### src/rtl/chacha_pkg.sv
// Shared ChaCha20 types and constants for the keystream path.
// Holds the block layout and the keystream_sequencer state encoding.
package chacha_pkg;

  typedef logic [31:0] word_t;
  typedef word_t [3:0][3:0] block_t;

  localparam int    BLOCK_BYTES   = 64;
  localparam word_t BLOCK_CTR_MAX = 32'hFFFF_FFFF;

  typedef enum logic [2:0] {
    S_IDLE   = 3'd0,
    S_REQ    = 3'd1,
    S_WAIT   = 3'd2,
    S_STREAM = 3'd3,
    S_FIN    = 3'd4
  } ks_state_t;

  // RFC 8439 serialisation: word idx[5:2] at [w/4][w%4], little-endian bytes.
  function automatic logic [7:0] block_byte(input block_t b, input logic [5:0] idx);
    word_t w;
    w = b[idx[5:4]][idx[3:2]];
    return w[{idx[1:0], 3'b000} +: 8];
  endfunction

endpackage

### src/rtl/ks_block_buffer.sv
// One 16-word keystream block register with a load strobe and a byte read mux.
module ks_block_buffer
  import chacha_pkg::*;
(
  input  logic       clk,
  input  logic       rst,
  input  logic       load,
  input  block_t     block_in,
  input  logic [5:0] byte_idx,
  output logic [7:0] byte_out
);

  block_t blk;

  always_ff @(posedge clk) begin
    if (rst) begin
      blk <= '0;
    end else if (load) begin
      blk <= block_in;
    end
  end

  assign byte_out = block_byte(blk, byte_idx);

endmodule

### src/rtl/keystream_sequencer.sv
// Requests ChaCha20 blocks and streams msg_len keystream bytes over valid/ready.
// Define KS_PREFETCH_EN for a ping-pong buffer that fetches the next block early.
//
// state  | meaning
// IDLE   | waiting for start
// REQ    | core_start pulse for blk_ctr
// WAIT   | waiting for core_done
// STREAM | emitting bytes of the current block
// FIN    | one-cycle done pulse
module keystream_sequencer
  import chacha_pkg::*;
#(
  parameter int LEN_W = 16
) (
  input  logic             clk,
  input  logic             rst,
  input  logic             start,
  input  logic [LEN_W-1:0] msg_len,
  input  logic [31:0]      init_counter,
  output logic             busy,
  output logic             done,
  output logic             err,
  output logic             core_start,
  output logic [31:0]      core_counter,
  input  logic             core_done,
  input  block_t           core_block,
  output logic [7:0]       ks_byte,
  output logic             ks_valid,
  input  logic             ks_ready,
  output logic             ks_last
);

  ks_state_t        state, state_nxt;
  logic [LEN_W-1:0] remaining;
  word_t            blk_ctr;
  logic [5:0]       byte_idx;
  logic             err_q;
  logic [7:0]       rd_byte;

  logic start_ok, accept, last_beat, blk_end, ctr_ovf, boundary;
  logic err_set, ctr_step, block_in;

  assign start_ok  = (state == S_IDLE) && start;
  assign accept    = (state == S_STREAM) && ks_ready;
  assign last_beat = (remaining == LEN_W'(1));
  assign blk_end   = (byte_idx == 6'(BLOCK_BYTES - 1));
  assign ctr_ovf   = (blk_ctr == BLOCK_CTR_MAX);
  assign boundary  = accept && blk_end && !last_beat;
  assign block_in  = (state == S_WAIT) && core_done;

`ifdef KS_PREFETCH_EN
  logic       cur_sel, pf_out, pf_held, pf_start;
  logic       pf_fire, pf_land, next_ready;
  logic       load0, load1;
  logic [7:0] rd0, rd1;

  // Prefetch on the first beat of a block, only if bytes remain past this block.
  assign pf_fire    = accept && (byte_idx == 6'd0) &&
                      (remaining > LEN_W'(BLOCK_BYTES)) && !ctr_ovf;
  assign pf_land    = (state == S_STREAM) && pf_out && core_done;
  assign next_ready = pf_held || pf_land;

  assign load0 = (block_in && !cur_sel) || (pf_land && cur_sel);
  assign load1 = (block_in && cur_sel) || (pf_land && !cur_sel);

  ks_block_buffer u_buf0 (
    .clk(clk), .rst(rst), .load(load0), .block_in(core_block),
    .byte_idx(byte_idx), .byte_out(rd0)
  );

  ks_block_buffer u_buf1 (
    .clk(clk), .rst(rst), .load(load1), .block_in(core_block),
    .byte_idx(byte_idx), .byte_out(rd1)
  );

  assign rd_byte = cur_sel ? rd1 : rd0;

  // blk_ctr tracks the most recently requested block, so it steps at issue.
  assign ctr_step = pf_fire;
  assign err_set  = boundary && !next_ready && !pf_out;

  always_ff @(posedge clk) begin
    if (rst) begin
      cur_sel  <= 1'b0;
      pf_out   <= 1'b0;
      pf_held  <= 1'b0;
      pf_start <= 1'b0;
    end else if (start_ok) begin
      cur_sel  <= 1'b0;
      pf_out   <= 1'b0;
      pf_held  <= 1'b0;
      pf_start <= 1'b0;
    end else begin
      pf_start <= pf_fire;
      if (pf_fire) begin
        pf_out <= 1'b1;
      end else if (pf_land || block_in) begin
        pf_out <= 1'b0;
      end
      if (boundary) begin
        cur_sel <= ~cur_sel;
        pf_held <= 1'b0;
      end else if (pf_land) begin
        pf_held <= 1'b1;
      end
    end
  end
`else
  ks_block_buffer u_buf0 (
    .clk(clk), .rst(rst), .load(block_in), .block_in(core_block),
    .byte_idx(byte_idx), .byte_out(rd_byte)
  );

  assign ctr_step = boundary && !ctr_ovf;
  assign err_set  = boundary && ctr_ovf;
`endif

  always_ff @(posedge clk) begin
    if (rst) begin
      state <= S_IDLE;
    end else begin
      state <= state_nxt;
    end
  end

  always_comb begin
    state_nxt = state;
    case (state)
      S_IDLE: begin
        if (start) begin
          state_nxt = (msg_len == '0) ? S_FIN : S_REQ;
        end
      end
      S_REQ:  state_nxt = S_WAIT;
      S_WAIT: begin
        if (core_done) begin
          state_nxt = S_STREAM;
        end
      end
      S_STREAM: begin
        if (accept && last_beat) begin
          state_nxt = S_FIN;
        end else if (boundary) begin
`ifdef KS_PREFETCH_EN
          if (next_ready) begin
            state_nxt = S_STREAM;
          end else if (pf_out) begin
            state_nxt = S_WAIT;
          end else begin
            state_nxt = S_FIN;
          end
`else
          state_nxt = ctr_ovf ? S_FIN : S_REQ;
`endif
        end
      end
      S_FIN:   state_nxt = S_IDLE;
      default: state_nxt = S_IDLE;
    endcase
  end

  always_comb begin
    busy       = (state != S_IDLE);
    done       = (state == S_FIN);
    core_start = (state == S_REQ);
`ifdef KS_PREFETCH_EN
    core_start = core_start || pf_start;
`endif
    ks_valid   = (state == S_STREAM);
    ks_last    = (state == S_STREAM) && last_beat;
    ks_byte    = (state == S_STREAM) ? rd_byte : 8'h00;
  end

  assign core_counter = blk_ctr;
  assign err          = err_q;

  always_ff @(posedge clk) begin
    if (rst) begin
      remaining <= '0;
      blk_ctr   <= '0;
      byte_idx  <= '0;
      err_q     <= 1'b0;
    end else if (start_ok) begin
      remaining <= msg_len;
      blk_ctr   <= init_counter;
      byte_idx  <= '0;
      err_q     <= 1'b0;
    end else begin
      if (block_in) begin
        byte_idx <= '0;
      end
      if (accept) begin
        remaining <= remaining - LEN_W'(1);
        byte_idx  <= byte_idx + 6'd1;
      end
      if (ctr_step) begin
        blk_ctr <= blk_ctr + 32'd1;
      end
      if (err_set) begin
        err_q <= 1'b1;
      end
    end
  end

endmodule

### config.mk
export PLATFORM = sky130hd
export DESIGN_NAME = keystream_sequencer
export DESIGN_NICKNAME = d
export VERILOG_FILES = /design/src/rtl/chacha_pkg.sv /design/src/rtl/ks_block_buffer.sv /design/src/rtl/keystream_sequencer.sv
export SDC_FILE = /design/constraint.sdc
export NUM_CORES = 1
export LEC_CHECK = 0
export ABC_AREA = 1
export BUFFER_PORTS_ARGS = -buffer_cell sky130_fd_sc_hd__buf_2
export CAP_MARGIN = 20
export CORE_MARGIN = 2
export CORE_UTILIZATION = 24
export CTS_BUF_LIST = sky130_fd_sc_hd__clkbuf_4
export DETAILED_ROUTE_END_ITERATION = 12
export GPL_TIMING_DRIVEN = 0
export SLEW_MARGIN = 30
export SYNTH_ARGS = -nofsm -noshare
export SYNTH_HDL_FRONTEND = slang
export SYNTH_SLANG_ARGS = --single-unit
### constraint.sdc
create_clock -name clk -period 2 [get_ports clk]
set_input_delay 0.4 -clock clk [delete_from_list [all_inputs] [get_ports clk]]
set_output_delay 0.4 -clock clk [all_outputs]
set_load 0.05 [all_outputs]
-- Yosys cells after proc, flatten, opt, wreduce, memory -nomap -nowiden
Cells that the tools add are included.
- output and inout port bits: 46
- register bits after elaboration: 570
- word-level logic and storage cells: 74
- bits in read-only memories: 0
- bits in writable memories: 0
- bits of input ports: 565
- memories: 0
- latch bits: 0
- bitwise operators: 0
- shift-type cells: 1
- $add $sub $neg: 3
- $lt $le $gt $ge: 2
- $mul: 0
- reductions and logical operators: 19
- eq/ne operators: 10
- muxes and demuxes: 18
- div/mod/pow operators: 0
- operators with widths (operator ; count):
    $bmux W128 S2 ; 1
    $mux W128 ; 1
    $mux W32 ; 3
    $bmux W32 S2 ; 1
    $add A32 B1 Y32 const B ; 1
    $eq A32 B32 Y1 const B ; 1
    $mux W16 ; 2
    $shiftx A32 B6 Y8 ; 1
    $mux W3 ; 6
    $eq A16 B1 Y1 const B ; 1
    $logic_not A16 Y1 ; 1
    $sub A16 B1 Y16 const B ; 1
    $mux W6 ; 2
    $pmux W3 S4 ; 1
    $logic_and A1 B1 Y1 ; 9
    $mux W8 ; 1
    $add A6 B1 Y6 const B ; 1
    $eq A3 B2 Y1 const B ; 2
    $eq A6 B6 Y1 const B ; 1
    $lt A2 B3 Y1 const B ; 2
    $reduce_bool A2 Y1 ; 3
    $ne A2 B2 Y1 const B ; 2
    $eq A3 B1 Y1 const B ; 1
    $eq A3 B3 Y1 const B ; 1
    6 further kinds ; 7

-- Longest topological paths before layout
- word-level depth: 7
- depth in mapped cells: 13
- mapped depth without buffers: 12

-- Modules after synthesis
A second synthesis with hierarchy kept.
- cell total of the unflattened synthesis: 4125
- area total of the unflattened synthesis: 26954.6 um^2
- modules (own cells, without submodules) (module ; times used ; area each (um^2) ; sequential area each (um^2) ; cells each):
    ks_block_buffer ; 1 ; 22721.8 ; 10249.8 ; 3414
    keystream_sequencer ; 1 ; 4232.8 ; 1161.1 ; 711

-- Worst setup path after synthesis
No wires, ideal clock.
- path type: register to output
- start: register byte_idx[5]
- end: output ks_byte[0]
- data required time: 1600 ps
- buffers on the path: 3
- stages on the path, launching flop included: 13
- slack: -528 ps
- arrival time: 2128 ps
- path through: dfxtp_1 buf_2 inv_1 buf_2 clkbuf_1 o211ai_1 nand3_1 nand3_1 nand2_1 nand2_1 nand2_1 inv_1 a21oi_1
- cells in the longest elaborated chain, start to end: 6
- RTL lines (what ; line ; RTL):
    from (decl) ; keystream_sequencer.sv:36 ; logic [5:0] byte_idx;
    from (signal assigned) ; keystream_sequencer.sv:194 ; byte_idx <= byte_idx + 6'd1;
    $bmux W128 S2 ; chacha_pkg.sv:22 ; w = b[idx[5:4]][idx[3:2]];
    $mux W128 (implied by the code) ; chacha_pkg.sv:22 ;
    $bmux W32 S2 ; chacha_pkg.sv:22 ;
    $mux W32 (implied by the code) ; chacha_pkg.sv:22 ;
    $shiftx A32 B6 Y8 ; chacha_pkg.sv:23 ; return w[{idx[1:0], 3'b000} +: 8];
    $mux W8 ; keystream_sequencer.sv:171 ; ks_byte = (state == S_STREAM) ? rd_byte : 8'h00;
    to (decl) ; keystream_sequencer.sv:27 ; output logic [7:0] ks_byte,
Every way passes these cells. The select of a mux whose other input is x is not followed.

-- Final worst setup path
- start: register byte_idx[4]
- end: output ks_byte[4]
The elaborated chain is that of the path after synthesis.

==> impl_metrics.yaml <==
synthesis:
  async_flop_share_pct: 0
  synth_top_cell_area_share_pct: 42.0
  synthCells: 4100
  netlist_area_mm2: 0.0272
  yosysWarnings: 0
  ys_seq_area_share_pct: 42.0
  synthTopCellsByArea: "dfxtp_1, nand2_1, a21oi_1"
  avgSynthCellArea_um2: 6.63
  synth_flop_cell: "dfxtp_1"
  synth_edf_count: 0
  synth_fp_nets: 4669
  ys_ff_latch: 570
  synth_area_leader_cell: "dfxtp_1"
  ys_types: 38
final_layout:
  fin_area_mm2: 0.0437
  nets: 6066
  syn_to_final_growth_pct: 60.7
  post-route-util_pct: 38.9
  layout-drive-gt1-share_pct: 25.0
  final_cells: 7142
clock_tree:
  htreeDepth: 4
  cts.sinks: 570
  numCtsBuffers: 167
  cts_tree: "yes"
  clk_path_buf_depth: 3
  clk_latency_ns: 1.14
  cts_root_buf: "clkbuf_4"
  cts.clk_slew.worst_paths_ns: 0.07
global_route:
  grt_pass1_wl_um: 237000
  grt_max_degree: 17
  grt_pass1_vias: 34200
  overflow: 0
  antenna_found_initial: 52
  grt_use_total_pct: 28.7
timing:
  drv_slew: 0
  min_period_over_period_pct: 180
  finalHoldViolations: 0
  tightest_slew_ns: 1.12
  finalSetupTns_ns: -40.16
  slew_headroom_pct: 25.5
  max_freq_ghz: 0.277
  fin_ws_ns: -1.61
  finalSetupViolCount: 277
  skew_ns: 0.0715
  fin_crit_ns: 3.61
  rsz0062_at_grt: "yes"
  holdWs_ns: 0.103
setup_path:
  cp_max_fo: 8
  worstPathArrival_ns: 3.21
  cp-start-kind: "flop"
  r2r-start: "byte_idx[1]"
  r2r_slack_ns: -0.37
  critPathKind: "flop to primary output"
  crit_chain: "inv_6 > buf_12 > buf_16 > buf_12 > nand2_1 > nand3_2 > nand3_4 > nand2_2 > nand2_2 > nand3_2 > nand3_2 > a21oi_4 > buf_6"
  crit_path_end_kind: "primary output"
  max_stage_delay_ns: 0.39
  worst_path_max_delay_cell: "dfxtp_4"
  critPathMostFrequentCell: "nand3_2"
  r2r-end: "core_counter[31]"
  r2r_cells: 11
  required_ns: 1.60
status:
  status: "complete, but fails checks"
  violations: "setup timing"
worst_hold_path:
  holdPathStages: 4
  worstHoldStart: "core_block[210]"
  min_path_type: "input pin to flop"
  hold-path-endpoint: "u_buf0.blk[210]"
power_and_ir_drop:
  power.leakage_nw: 18.0
  powerDensity_mw_per_mm2: 706
  power_mw: 30.8
  ir_drop_mv: 0.363
routing:
  drt_iter0_markers: 3079
  wl_per_cell_um: 24.4
  antenna_left: 0
  vias: 35200
  drc: 0
  firstDrtPassIters: 8
  viasPerCell: 4.92
  drt_wl_total_um: 175000
place:
  port_buffers: 609
  dp_slack_ns: -1.37
  gp_congestion: 0.975
  dpl_cell_area_mm2: 0.0324
  dp_hpwl_um: 131000
  dp_cells: 6212
floorplan:
  coreArea_mm2: 0.112
  rows: 123
  fp.dieH_um: 341
  io_pins: 611
  die_area_mm2: 0.116
  start_util_pct: 24.2
  die_w_um: 341
run:
  cap_violations: 0
logic make-up after synthesis:
| kind of cell | Yosys count | share of synthesized area (%) |
|---|---|---|
| simple gates | 1466 | 23.0 |
| xor+xnor | 13 | 0.419 |
| compound gates | 1141 | 21.4 |
| flops | 570 | 42.0 |
| fa+ha+maj | 4 | 0.184 |
| mux | 1 | 0.0368 |
| buf+inv | 905 | 13.0 |
power breakdown:
group | switching [mW] | leakage [nW] | internal, mW
clock | 5.80 | 1.27 | 5.87
combinational | 3.79 | 12.0 | 2.60
sequential | 0.583 | 4.65 | 12.2
timing repair:
action / CTS / global route
pin swaps: 46 / 77
buffers inserted: 28 / 12
resized for setup: 497 / 345
gates cloned: 6 / 13
setup endpoints to repair: 612 / 589
hold buffers: 566 / 0
endpoints found under the hold margin: 568 / 0
cells in the mapped netlist (2+ instances only):
library cell  number
nand2_1          803
inv_1            595
dfxtp_1          570
a21oi_1          539
o21ai_0          530
nand3_1          475
clkbuf_1         195
nor2_1           138
buf_2             78
o211ai_1          27
o21ai_1           25
buf_1             24
nor3_1            13
a31oi_1           12
xor2_1            12
nand4_1           10
or2_2             10
buf_6              4
ha_1               4
nand3b_1           4
clkinv_1           3
inv_2              3
nand2_2            3
o22ai_1            3
a211oi_1           2
buf_4              2
nand3_2            2
nor2_2             2
nor2_4             2
nor3_2             2
area by class of cell:
cell class / instances / area (µm²)
multi-input cells: 2625 / 13500
inverters: 602 / 2290
clock buffers: 249 / 1870
clock inverters: 45 / 275
plain buffers: 301 / 2300
diodes: 20 / 50.0
fillers: 11800 / 68700
well taps: 1500 / 1880
repair buffers: 1230 / 9940
flip-flops and latches: 570 / 11500
flip-flops by register name (all words and copies together) (netlist names):
name / cells
byte_idx: 6
core_counter: 32
err: 1
remaining: 16
state: 3
u_buf0.blk: 512
cell usage in the layout, fill, tap and decap left out, types with 48 or more instances in the layout:
master         count
clkbuf_1         101
o21ai_0          514
nand2_1          754
a21oi_1          529
dlygate4sd3_1    566
buf_4             48
inv_1            584
dfxtp_1          529
nor2_1           128
buf_2            608
clkbuf_4         265
nand3_1          351
nand3_2           87
worst max path at each step:
stage                startpoint              end  depth (start not counted)
floorplan           byte_idx[5]       ks_byte[0]                         11
global placement            rst  u_buf0.blk[413]                          6
detailed placement    core_done  u_buf0.blk[182]                          6
CTS                 byte_idx[2]       ks_byte[1]                         11
global route        byte_idx[4]       ks_byte[5]                         12
finish              byte_idx[4]       ks_byte[4]                         13
routing by layer:
layer / routed length (µm) / GRT usage [%]
met1: 67500 / 33.9
met2: 76800 / 45.2
met3: 15700 / 7.98
met4: 14100 / 19.5
met5: 345 / 0
critical path, delay by kind of cell (launching register included):
family,cells,cell delay [ns]
AO/OA/AOI/OAI,1,0.24
buffers and inverters,5,0.77
flip-flops,1,0.39
AND/OR/NAND/NOR,7,0.70
(Power assumes the default switching activity.)
